[src/rtl/regfile_writeback_queue_pkg.sv]
// ============================================================================
// mips_pkg : shared widths and writeback entry type for regfile_writeback_queue
// Revision : 1.0
// ============================================================================
`default_nettype none

package mips_pkg;

   localparam int REG_ADDR_W = 5;
   localparam int DATA_W     = 32;
   localparam logic [REG_ADDR_W-1:0] REG_ZERO = 5'd0;

   typedef struct packed {
      logic [REG_ADDR_W-1:0] dest;
      logic [DATA_W-1:0]     data;
   } wb_entry_t;

endpackage

`default_nettype wire

[src/rtl/regfile_writeback_queue_if.sv]
// ============================================================================
// regfile_writeback_queue_if : result push handshake and register file write port
// Revision : 1.0
// ============================================================================
`default_nettype none

interface regfile_writeback_queue_if;

   logic                            in_valid;
   logic                            in_ready;
   logic [mips_pkg::REG_ADDR_W-1:0] in_reg;
   logic [mips_pkg::DATA_W-1:0]     in_data;
   logic                            wb_hold;
   logic                            RegWrite;
   logic [mips_pkg::REG_ADDR_W-1:0] writeRegister;
   logic [mips_pkg::DATA_W-1:0]     writeDataregs;

   modport master (
      output in_valid, in_reg, in_data, wb_hold,
      input  in_ready, RegWrite, writeRegister, writeDataregs
   );

   modport slave (
      input  in_valid, in_reg, in_data, wb_hold,
      output in_ready, RegWrite, writeRegister, writeDataregs
   );

endinterface

`default_nettype wire

[src/rtl/regfile_writeback_queue_match.sv]
// ============================================================================
// wb_match_unit : in-flight hazard lookup over the writeback queue entries
// Forwarded data is built only when REGFILE_WB_BYPASS_EN is defined.
// Revision : 1.0
// ============================================================================
`default_nettype none

module wb_match_unit
   import mips_pkg::*;
#(
   parameter int DEPTH = 4,
   parameter int AGE_W = 2
) (
   input  wb_entry_t             entries [DEPTH],
   input  logic [DEPTH-1:0]      valid,
   input  logic [AGE_W-1:0]      age [DEPTH],
   input  logic [REG_ADDR_W-1:0] query_reg,
   output logic                  query_pending,
   output logic [DATA_W-1:0]     query_data
);

   logic [DEPTH-1:0] hit;

   for (genvar i = 0; i < DEPTH; i++) begin : g_hit
      assign hit[i] = valid[i] && (entries[i].dest == query_reg);
   end

   assign query_pending = (|hit) && (query_reg != REG_ZERO);

`ifdef REGFILE_WB_BYPASS_EN
   logic             found;
   logic [AGE_W-1:0] best_age;

   // Larger age means pushed later, so the youngest hit wins.
   always_comb begin
      found      = 1'b0;
      best_age   = '0;
      query_data = '0;
      for (int i = 0; i < DEPTH; i++) begin
         if (hit[i] && (!found || (age[i] > best_age))) begin
            found      = 1'b1;
            best_age   = age[i];
            query_data = entries[i].data;
         end
      end
      if (query_reg == REG_ZERO) begin
         query_data = '0;
      end
   end
`else
   logic [DEPTH-1:0] unused_fields;

   for (genvar i = 0; i < DEPTH; i++) begin : g_unused
      assign unused_fields[i] = ^{entries[i].data, age[i]};
   end

   assign query_data = '0;
`endif

endmodule

`default_nettype wire

[src/rtl/regfile_writeback_queue.sv]
// ============================================================================
// regfile_writeback_queue : in-order result queue draining onto the MIPS register file write port
// Optional forwarding of query_data enabled by REGFILE_WB_BYPASS_EN.
// Revision : 1.0
// ============================================================================
`default_nettype none

module regfile_writeback_queue
   import mips_pkg::*;
#(
   parameter int DEPTH = 4
) (
   input  logic                          clk,
   input  logic                          rst,
   regfile_writeback_queue_if.slave      bus,
   input  logic [REG_ADDR_W-1:0]         query_reg,
   output logic                          query_pending,
   output logic [DATA_W-1:0]             query_data,
   output logic [$clog2(DEPTH+1)-1:0]    count
);

   localparam int PTR_W = $clog2(DEPTH);
   localparam int CNT_W = $clog2(DEPTH+1);

   wb_entry_t             mem_q [DEPTH];
   wb_entry_t             mem_d [DEPTH];
   logic [PTR_W-1:0]      head_q, head_d, tail_q, tail_d;
   logic [CNT_W-1:0]      count_q, count_d;
   logic                  reg_write_q, reg_write_d;
   logic [REG_ADDR_W-1:0] write_reg_q, write_reg_d;
   logic [DATA_W-1:0]     write_data_q, write_data_d;

   logic                  pop, push_fire, push_store;
   logic [PTR_W-1:0]      head_next;
   logic [CNT_W-1:0]      remaining;
   logic [PTR_W-1:0]      slot_age [DEPTH];
   logic [DEPTH-1:0]      slot_valid;

   assign bus.in_ready      = (count_q != CNT_W'(DEPTH));
   assign bus.RegWrite      = reg_write_q;
   assign bus.writeRegister = write_reg_q;
   assign bus.writeDataregs = write_data_q;
   assign count             = count_q;

   // The entry on the write port stays in the queue until the edge that commits it.
   always_comb begin
      mem_d        = mem_q;
      tail_d       = tail_q;
      pop          = reg_write_q;
      push_fire    = bus.in_valid && bus.in_ready;
      push_store   = push_fire && (bus.in_reg != REG_ZERO);
      head_next    = head_q + PTR_W'(pop);
      remaining    = count_q - CNT_W'(pop);
      head_d       = head_next;
      count_d      = remaining + CNT_W'(push_store);
      if (push_store) begin
         mem_d[tail_q] = '{dest: bus.in_reg, data: bus.in_data};
         tail_d        = tail_q + PTR_W'(1);
      end
      reg_write_d  = (remaining != '0) && !bus.wb_hold;
      write_reg_d  = write_reg_q;
      write_data_d = write_data_q;
      if (reg_write_d) begin
         write_reg_d  = mem_q[head_next].dest;
         write_data_d = mem_q[head_next].data;
      end
   end

   always_ff @(posedge clk) begin
      if (rst) begin
         head_q       <= '0;
         tail_q       <= '0;
         count_q      <= '0;
         reg_write_q  <= 1'b0;
         write_reg_q  <= '0;
         write_data_q <= '0;
         for (int i = 0; i < DEPTH; i++) begin
            mem_q[i] <= '0;
         end
      end else begin
         head_q       <= head_d;
         tail_q       <= tail_d;
         count_q      <= count_d;
         reg_write_q  <= reg_write_d;
         write_reg_q  <= write_reg_d;
         write_data_q <= write_data_d;
         mem_q        <= mem_d;
      end
   end

   // Age is the distance from the head; an entry is live when that distance is below the count.
   for (genvar i = 0; i < DEPTH; i++) begin : g_slot
      assign slot_age[i]   = PTR_W'(i) - head_q;
      assign slot_valid[i] = (CNT_W'(slot_age[i]) < count_q);
   end

   wb_match_unit #(
      .DEPTH (DEPTH),
      .AGE_W (PTR_W)
   ) u_match (
      .entries       (mem_q),
      .valid         (slot_valid),
      .age           (slot_age),
      .query_reg     (query_reg),
      .query_pending (query_pending),
      .query_data    (query_data)
   );

endmodule

`default_nettype wire

[src/flat_wrapper.sv]
// flat-port wrapper written by rule: the top's interface ports become plain ports
module regfile_writeback_queue_flat import mips_pkg::*;
#(
   parameter int DEPTH = 4
)
  (clk, rst, query_reg, query_pending, query_data, count, bus_in_valid, bus_in_reg, bus_in_data, bus_wb_hold, bus_in_ready, bus_RegWrite, bus_writeRegister, bus_writeDataregs);
  regfile_writeback_queue_if bus_i ();
  input  logic clk;
  input  logic rst;
  input  logic [REG_ADDR_W-1:0] query_reg;
  output logic query_pending;
  output logic [DATA_W-1:0] query_data;
  output logic [$clog2(DEPTH+1)-1:0] count;
  input wire logic [$bits(bus_i.in_valid)-1:0] bus_in_valid;
  input wire logic [$bits(bus_i.in_reg)-1:0] bus_in_reg;
  input wire logic [$bits(bus_i.in_data)-1:0] bus_in_data;
  input wire logic [$bits(bus_i.wb_hold)-1:0] bus_wb_hold;
  output wire logic [$bits(bus_i.in_ready)-1:0] bus_in_ready;
  output wire logic [$bits(bus_i.RegWrite)-1:0] bus_RegWrite;
  output wire logic [$bits(bus_i.writeRegister)-1:0] bus_writeRegister;
  output wire logic [$bits(bus_i.writeDataregs)-1:0] bus_writeDataregs;
  assign bus_i.in_valid = bus_in_valid;
  assign bus_i.in_reg = bus_in_reg;
  assign bus_i.in_data = bus_in_data;
  assign bus_i.wb_hold = bus_wb_hold;
  assign bus_in_ready = bus_i.in_ready;
  assign bus_RegWrite = bus_i.RegWrite;
  assign bus_writeRegister = bus_i.writeRegister;
  assign bus_writeDataregs = bus_i.writeDataregs;
  regfile_writeback_queue #(.DEPTH(DEPTH)) u_core (.clk(clk), .rst(rst), .bus(bus_i), .query_reg(query_reg), .query_pending(query_pending), .query_data(query_data), .count(count));
endmodule
[config.mk]
export PLATFORM = sky130hd
export DESIGN_NAME = regfile_writeback_queue_flat
export DESIGN_NICKNAME = d
export VERILOG_FILES = /design/src/rtl/regfile_writeback_queue_pkg.sv /design/src/rtl/regfile_writeback_queue_if.sv /design/src/rtl/regfile_writeback_queue_match.sv /design/src/rtl/regfile_writeback_queue.sv /design/src/flat_wrapper.sv
export SDC_FILE = /design/constraint.sdc
export NUM_CORES = 1
export LEC_CHECK = 0
export BUFFER_PORTS_ARGS = -buffer_cell sky130_fd_sc_hd__buf_2
export CAP_MARGIN = 40
export CORE_ASPECT_RATIO = 0.75
export CORE_MARGIN = 2
export CORE_UTILIZATION = 35
export DETAILED_ROUTE_END_ITERATION = 7
export PLACE_DENSITY_LB_ADDON = 0.25
export REMOVE_ABC_BUFFERS = 1
export SLEW_MARGIN = 15
export SYNTH_ARGS = -nofsm -noshare
export SYNTH_HDL_FRONTEND = slang
export SYNTH_SLANG_ARGS = --single-unit
[constraint.sdc]
create_clock -name clk -period 2 [get_ports clk]
set_input_delay 0 -clock clk [delete_from_list [all_inputs] [get_ports clk]]
set_output_delay 0 -clock clk [all_outputs]
set_load 0.1 [all_outputs]
## Word-level counts from Yosys, hierarchy flattened

Cells that the tools add are included.

- Register bits after elaboration: 193
- Input port bits: 46
- Output and inout port bits: 75
- Logic and storage cells: 56

- Add/subtract/negate cells: 8
- Magnitude comparators: 7
- Eq/ne operators: 5
- Mux-type cells: 6
- Bitwise logic cells: 2
- Reduce and logical (&&, ||, !) cells: 14

Operators by type and width:

| operator | count |
|---|---|
| bitwise mux 148 bit | 1 |
| two-way mux 37 bit | 3 |
| binary-select mux 37 bit (select 2 bit) | 1 |
| demux 37 bit (select 2 bit) | 1 |
| == test 5 bit | 4 |
| less-than comparator 2 x 3 -> 1 bit | 4 |
| nonzero test 5 bit | 2 |
| logical AND 1 bit | 9 |
| >= comparator 3 bit, second input constant | 2 |
| inverter 2 -> 3 bit | 2 |
| OR reduction 4 bit | 1 |
| subtractor 1 x 2 -> 2 bit, first input constant | 2 |
| subtractor 2 bit, first input constant | 2 |
| adder 3 x 1 -> 3 bit | 1 |
| less-than comparator 3 x 1 -> 1 bit, second input constant | 1 |
| inequality test 3 bit, second input constant | 1 |
| nonzero test 3 bit | 1 |
| subtractor 3 x 1 -> 3 bit | 1 |
| adder 2 x 1 -> 2 bit | 1 |
| adder 2 x 1 -> 2 bit, second input constant | 1 |
| logical NOT 1 bit | 1 |

## Depth between registers and ports, before layout

Gate-level depths: netlist of the first run.

- Depth after elaboration: 6
- Mapped depth: 9
- Mapped depth without buffers: 7

## Hierarchy

A second synthesis of the first run with hierarchy kept.

- Cell total of the unflattened synthesis: 790
- Area total of the unflattened synthesis: 9052.4 um^2

By module, submodules not included:

| module | instances | cells an instance | area an instance (um^2) | seq. area each (um^2) |
|---|---|---|---|---|
| regfile_writeback_queue | 1 | 721 | 8514.4 | 3863.7 |
| wb_match_unit | 1 | 69 | 538.0 | 0.0 |

## Worst setup path before layout of the first run

OpenSTA, ideal clock, no wires.

- Path type: register -> output
- Start: register u_core.count_q[1], in the netlist u_core.count[1]
- End: output port query_pending
- Arrival time: 3537 ps
- Data required time: 2000 ps
- Setup slack: -1537 ps
- Stages on the path, launching flop included: 7
- Path buffers: 0
- Cells stage by stage: dfxtp_1 > inv_1 > ha_1 > nor2b_1 > a2111oi_0 > a21oi_1 > a21oi_1

- Word-level cells in the longest chain between the ends: 4
- Elaborated cells on any way between the ends: 10

Ends and longest elaborated chain:

| element | line | RTL |
|---|---|---|
| start: declaration | regfile_writeback_queue.sv:28 | `logic [CNT_W-1:0] count_q, count_d;` |
| start signal: assignment | regfile_writeback_queue.sv:83 | `count_q <= count_d;` |
| less-than comparator 2 x 3 -> 1 bit | regfile_writeback_queue.sv:94 | `assign slot_valid[i] = (CNT_W'(slot_age[i]) < count_q);` |
| logical AND 1 bit | regfile_writeback_queue_match.sv:25 | `assign hit[i] = valid[i] && (entries[i].dest == query_reg);` |
| OR reduction 4 bit (*) | regfile_writeback_queue_match.sv:28 | `assign query_pending = (\|hit) && (query_reg != REG_ZERO);` |
| logical AND 1 bit (*) | regfile_writeback_queue_match.sv:28 |  |
| end: declaration | flat_wrapper.sv:11 | `output logic query_pending;` |

Every way passes the cells marked *; elsewhere a longest branch is shown, timed or not.

## Worst setup path after layout of the first run

- Start: register u_core.head_q[1]
- End: output port query_pending

- Word-level cells in the longest chain between the ends: 5
- Elaborated cells on any way between the ends: 14

Ends and longest elaborated chain:

| element | line | RTL |
|---|---|---|
| start: declaration | regfile_writeback_queue.sv:27 | `logic [PTR_W-1:0] head_q, head_d, tail_q, tail_d;` |
| start signal: assignment | regfile_writeback_queue.sv:71 | `head_q <= '0;` |
| start signal: assignment | regfile_writeback_queue.sv:81 | `head_q <= head_d;` |
| subtractor 1 x 2 -> 2 bit or subtractor 2 bit (tied branches) | regfile_writeback_queue.sv:93 | `assign slot_age[i] = PTR_W'(i) - head_q;` |
| less-than comparator 2 x 3 -> 1 bit | regfile_writeback_queue.sv:94 |  |
| logical AND 1 bit | regfile_writeback_queue_match.sv:25 |  |
| OR reduction 4 bit (*) | regfile_writeback_queue_match.sv:28 |  |
| logical AND 1 bit (*) | regfile_writeback_queue_match.sv:28 |  |

Marks and branches as above.

==> summary.txt, run 1 <==
Final layout
  • # fillers: 2339
  • Nets: between 1000 and 1500
  • Final non-filler cell total: between 1000 and 1500
  • Area of the multi-input gates: between 4000 and 5000 µm²
  • Most frequent cells in the layout: 291 x nand2_1, 186 x dfxtp_1, 91 x a21oi_1, 86 x buf_2, 62 x a21oi_2
  • Most common cell after layout, fill and taps aside: nand2_1
  • Area growth, synth to finish: 22.66%
  • Ant diodes: 0
  • Share of layout cells above drive strength 1: approximately 28%
  • Finished Cell Area: 10390 µm²
  • Register area: 3877 µm²
  • Final Util: around 44%

Floorplanning
  • Initial Util: approximately 36%
  • # IOs: approximately 120
  • Die Span X: approximately 180 µm
  • Die height: about 140 µm
  • Die area: 25470 µm²
  • Cell Rows: between 40 and 50
  • Core area: about 24000 µm²

Detailed routing
  • Vias: around 6500
  • Via count normalized by instance count: ~4.8
  • Drt pass-1 iters: 4
  • Final ANT Viol Nets: 0
  • DRT iter0 DRCs: 402
  • DR DRC count: 0
  • Routed WL per cell: 16.69 µm
  • Final WL: approximately 22000 µm

STA
  • Relative slew slack: about 56%
  • Unrepaired setup endpoints after global routing: yes
  • Final WS setup: -0.03747 ns
  • Hold WS: 0.1848 ns
  • Max Clk Rate: roughly 490 MHz
  • Setup_tns: -0.03747 ns
  • Final Hold Viols: 0
  • Slew @ Worst Pin: 0.6647 ns
  • Final worst-path cycle share: 101.9%
  • Pins over their slew limit: 0
  • Period minus WS final: 2.037 ns
  • Setup-failing EPs final: 1
  • Final setup skew: roughly 0.0091 ns

Global routing
  • GRT Util Overall: between 10% and 20%
  • Remaining Overflow, GRT: 0
  • First-pass GRT wire length: about 35000 µm
  • Largest net degree at the start of global routing: 50
  • Initial antenna violation count: 0
  • Vias in the first global route: 6318

Placement
  • Final HPWL DP: 14110 µm
  • Routability cong.: between 0.7 and 0.8
  • Dpl cells: about 1300
  • Post-DP Area: between 9000 and 10000 µm²
  • Number of I/O port buffers: between 80 and 90
  • Pre-CTS setup slack: -0.1329 ns

Power
  • PD cells: between 1000 and 1500 nW/µm²
  • Overall Power: between 10 and 15 mW
  • Lkg Pwr: about 3.9 nW
  • Maximum VDD drop: 759.8 µV

Yosys
  • Post-synthesis sequential area ratio: a little under half
  • Fraction of registers with async set/reset: 0%
  • Yosys warns: 0
  • Most used DFF post-synth: dfxtp_1
  • Post-synth EDFFs: 0
  • Yosys reg bits: between 150 and 200
  • Post-Syn Area: between 8000 and 9000 µm²
  • Synth area leader: dfxtp_1
  • Top cell type's share of synthesized area: between 40% and 50%
  • Mapped Cells: 900
  • Synth cell types: 34
  • Top cells by area, synth: dfxtp_1 46%, nand2_1 13%, mux4_2 9.8%
  • Syn Area/Cell: 9.412 µm²

Worst setup path
  • WP data required: 2.00 ns
  • R2R depth: 6
  • WS Path Type: reg2out
  • Crit-path max FO: 2
  • Worst EP arrival: 2.04 ns
  • Worst Setup End Kind: output pin
  • R2R Setup Slk: between 0.1 and 0.15 ns
  • RR Endpoint: u_core.bus.writeDataregs[30]
  • FF-to-FF Start: u_core.head_q[0]
  • Startpoint types: flop

CTS
  • Clk_lat worst skew: about 0.43 ns
  • Clock-pin slew on the worst setup and hold paths: roughly 0.070 ns
  • TritonCTS Buffers: 17
  • Clock sinks: around 190
  • Clk buf depth: 2
  • Clock root buffer: clkbuf_16
  • TritonCTS clock tree: done
  • Htree depth: 4

Min path
  • Worst Hold Class: in2reg
  • Worst Hold Launch: bus_wb_hold
  • WHS Endpoint: u_core.bus.RegWrite
  • Hold path cells: 5

Status
  • Failing checks: negative setup slack
  • Status: finished with violations

Flow run
  • Max capacitance violation total: 0
sequential cells by signal, indices dropped and copies added (netlist names):
register and cells:
u_core.head_q 2, u_core.tail_q 2, u_core.bus.writeRegister 5, u_core.bus.RegWrite 1, u_core.count 3, u_core.mem_q 148, u_core.bus.writeDataregs 32
routing by layer:
| metal | up-vias | GRT usage, % | wire length, µm |
|---|---|---|---|
| li1 | 3206 | - | - |
| met1 | 3133 | 24.64 | 10760 |
| met3 | 8 | 3.624 | 770 |
| met4 | 0 | 3.242 | 79 |
| met2 | 117 | 28.70 | 10700 |
| met5 | - | 0 | 0 |
cell families after synthesis:
| logic type | Yosys count | synth area share, % |
|---|---|---|
| muxes | 37 | 9.838 |
| other | 1 | 0.04427 |
| AOI/OAI and AO/OA | 197 | 16.25 |
| DFF | 193 | 45.61 |
| buffers and inverters | 109 | 8.331 |
| xor gates and xnor gates | 25 | 2.585 |
| adders and majority gates | 13 | 1.920 |
| and+or+nand+nor | 325 | 15.42 |
cells in the mapped netlist (2+ instances only):
library cell	instances
nand2_1	291
nor4_1	2
a22o_1	37
xor2_1	14
a221oi_1	2
a21oi_1	93
nand2_2	9
a2111oi_0	2
mux4_2	37
a21oi_2	60
ha_1	13
buf_4	39
buf_2	26
nand4_1	2
and2_1	2
xnor2_1	11
buf_8	4
clkbuf_1	24
nor2_1	7
dfxtp_1	193
nor2b_1	5
buf_12	4
and2_4	2
inv_1	11
where the power goes:
group	switching [mW]	total [mW]	internal, mW
Sequential	0.235	4.46	4.23
Combinational	3.18	5.00	1.82
Clock	1.48	3.44	1.96
Total	4.89	12.9	8.00
how the worst max path moves through the flow:
stage | startpoint | end | slack (ns) | cells after the start
final | u_core.head_q[1] | query_pending | -0.04 | 8
after detailed placement | u_core.count[0] | u_core.bus.writeDataregs[18] | -0.13 | 9
after floorplan | u_core.bus.RegWrite | u_core.bus.writeRegister[0] | -1.96 | 4
after global routing | u_core.head_q[1] | query_pending | -0.12 | 8
after global placement | u_core.count[0] | u_core.bus.writeDataregs[0] | -0.36 | 8
after CTS | u_core.head_q[0] | query_pending | -0.14 | 8
area by class of cell:
| type | count | area share [%] |
|---|---|---|
| multi-input combinational | 629 | 40.02 |
| sequential | 193 | 37.32 |
| clock inverter | 9 | 1.313 |
| clock buffer | 21 | 4.239 |
| tap | 306 | 3.685 |
| timing repair buffer | 168 | 13.01 |
| inverter | 11 | 0.4215 |
repair_timing:
item,4_1_cts,5_1_grt
setup buffers,2,3
endpoints found under the hold margin,150,0
resized for setup,8,24
pin swaps,3,5
hold buffers,38,0
endpoints found under the setup margin,23,2
worst max-delay path, cell delays in order, from the launching register on:
cell       delay [ns]
dfxtp_4          0.37
xor2_4           0.19
inv_2            0.07
ha_4             0.15
and2b_1          0.17
a2111oi_4        0.18
a21oi_1          0.08
a21oi_2          0.20
buf_12           0.20
No activity file was read; power rests on OpenSTA's default activity.
==> run 2, diff against run 1 <==
Settings changed: BUFFER_PORTS_ARGS -buffer_cell sky130_fd_sc_hd__buf_2 to not set, DONT_BUFFER_PORTS set to 1, SYNTH_HIERARCHICAL set to 1.
==> run 2 against run 1 <==
Effect of this change: the run still ends with negative setup slack left; total power is 0.72% higher; register-to-register slack got worse by 0.07 ns; sequential power up 2%; synthesized cell count shrank 12%; cell area is 5.4% higher; fmax down 2.8%; largest cell class unchanged; largest power group unchanged.
==> summary.txt, run 2 <==
Status
  • Status: finished with violations
  • Failing checks: negative setup slack

Worst setup path
  • Critical path's largest stage delay: about 0.38 ns
  • Worst Setup End Kind: output pin
  • CP endpoint: query_pending
  • Startpoint types: flop
  • CP cell instances: xnor2_4, inv_2, ha_4, a21oi_2, or2_4, nand3_2, nand4_1, o21a_1, buf_12
  • Critical path's slowest cell: dfxtp_4
  • RR Endpoint: u_core/bus.writeRegister[3]
  • Crit path from: u_core/head_q[0]
  • Buf/Inv on CP: 2
  • Worst EP arrival: roughly 2.1 ns
  • WP data required: 2.00 ns
  • R2R Setup Slk: roughly 0.060 ns
  • R2R depth: 6
  • CP Depth: 9
  • Crit-path leading delay family: simple AND/OR/NAND/NOR gates
  • Crit-path max FO: 5
  • WS Path Type: reg2out
  • FF-to-FF Start: u_core/head_q[0]

STA
  • Period minus WS final: 2.097 ns
  • Final Hold Viols: 0
  • Setup-failing EPs final: 1
  • Max Clk Rate: between 400 and 500 MHz
  • Pins over their slew limit: 0
  • Final worst-path cycle share: 104.8%
  • Slew @ Worst Pin: around 0.54 ns
  • Final WS setup: -0.09658 ns
  • Relative slew slack: between 60% and 70%
  • Unrepaired setup endpoints after global routing: yes
  • Final setup skew: about 0.006 ns

Detailed routing
  • DR DRC count: 0
  • Drt pass-1 iters: 4
  • Final ANT Viol Nets: 0
  • DRT iter0 DRCs: 402
  • Via count normalized by instance count: 4.751
  • Vias: 5792
  • Final WL: 21060 µm
  • Routed WL per cell: roughly 17 µm

Final layout
  • Area growth, synth to finish: 21.02%
  • # fillers: between 2000 and 2500
  • Largest register FFs: between 100 and 150
  • Most common cell after layout, fill and taps aside: dfxtp_1
  • Final non-filler cell total: between 1000 and 1500
  • Biggest register: u_core/mem_q
  • Ant diodes: 0
  • Finished Cell Area: 10950 µm²
  • Most frequent cells in the layout: 191 x dfxtp_1, 189 x nand2b_1, 149 x mux2i_1, 55 x dlygate4sd3_1, 50 x buf_4
  • Share of layout cells above drive strength 1: 17.71%
  • Nets: slightly above 900

Placement
  • Number of I/O port buffers: 0
  • Post-DP Area: around 9600 µm²
  • Final HPWL DP: roughly 12000 µm
  • Routability cong.: between 0.8 and 0.9
  • Dpl cells: between 1000 and 1500

Floorplanning
  • Initial Util: around 36%
  • # IOs: 121
  • Die area: roughly 27000 µm²
  • Cell Rows: 50
  • Core area: ~25000 µm²
  • Die height: 143.3 µm
  • Die Span X: about 190 µm

Global routing
  • Vias in the first global route: 5711
  • GRT Util Overall: roughly 16%
  • Initial antenna violation count: 0
  • Remaining Overflow, GRT: 0
  • Largest net degree at the start of global routing: 180
  • First-pass GRT wire length: 32610 µm

CTS
  • TritonCTS clock tree: done
  • Clk buf depth: 2
  • TritonCTS Buffers: 17
  • Clock root buffer: clkbuf_16
  • Clk_lat worst skew: 0.43 ns
  • Htree depth: 4
  • Clock sinks: 193
  • Clock-pin slew on the worst setup and hold paths: 0.07 ns

Min path
  • Hold path cells: 3
  • Worst Hold Class: in2reg

Power
  • Lkg Pwr: 4.700 nW
  • Maximum VDD drop: 689.5 µV
  • PD cells: ~1200 nW/µm²

Flow run
  • Max capacitance violation total: 0

Yosys
  • Syn Area/Cell: 11.47 µm²
  • Post-Syn Area: 9049 µm²
  • Yosys warns: 6
  • Mapped Cells: 789
[run 2: how the worst min path moves through the flow]
| stage | startpoint | endpoint | slack (ns) |
|---|---|---|---|
| after floorplan | rst | u_core/count[0] | 0.07 |
| after global placement | rst | u_core/count[1] | 0.11 |
| after detailed placement | rst | u_core/count[2] | 0.11 |
| after CTS | bus_in_reg[4] | u_core/mem_q[78] | 0.004 |
| after global routing | bus_in_reg[4] | u_core/mem_q[2] | 0.008 |
| final | bus_in_reg[4] | u_core/mem_q[77] | 0.02 |
[run 2: power breakdown]
group,internal [mW],switching [mW]
combinational,1.80,3.05
clock,2.13,1.48
sequential,4.26,0.267
[run 2: per-layer routing]
layer / part of all wire (%) / wire (µm) / GRT usage (%) / up-vias
met5: 0 / 0 / 0 / -
met4: 0.80 / 169 / 3.713 / 0
met3: 4.7 / 986 / 4.375 / 13
met2: 45 / 9478 / 23.87 / 104
met1: 50 / 10430 / 21.73 / 2849
li1: - / - / - / 2826
[run 2: metrics by stage]
step | utilization [%] | total power, mW | setup TNS [ns] | setup WS [ns] | hold WS (ns)
6_report | 43.54 | 12.99 | -0.09658 | -0.09658 | 0.02289
3_5_place_dp | 38.14 | 9.094 | 0 | 0.05322 | 0.1100
4_1_cts | 43.01 | 12.92 | -0.09653 | -0.09653 | 0.004270
3_3_place_gp | 38.14 | 9.072 | 0 | 0.07426 | 0.1114
5_1_grt | 43.54 | 13.58 | -0.2055 | -0.1984 | 0.008426
2_1_floorplan | - | 7.916 | -341.37 | -3.140 | 0.07161
[run 2: final cells by class]
cell class	instances	area (µm²)	area share (%)
Clock inverter	9	126.4	1.154
Inverter	8	30.03	0.2742
Clock buffer	23	498.0	4.548
Sequential cell	193	3871	35.35
Tap cell	338	422.9	3.862
Timing Repair Buffer	122	1261	11.52
Multi-Input combinational cell	526	4741	43.29
[run 2: timing repair]
item                                    in CTS  in global routing
hold endpoints to repair                   156                  0
pin swaps                                    3                  7
setup buffers                                1                  3
hold buffers                                56                  0
resized for setup                            8                 10
cloned                                       0                  2
endpoints found under the setup margin       1                 38
[run 2: worst reg2reg max path: cells and delay by family, from the launching register on]
kind / cells / cell delay, ns
multiplexers: 1 / 0.51
flip-flops: 1 / 0.40
buffers and inverters: 2 / 0.33
adder cells (fa/ha/maj): 1 / 0.24
AO/OA/AOI/OAI: 1 / 0.23
XOR/XNOR: 1 / 0.14
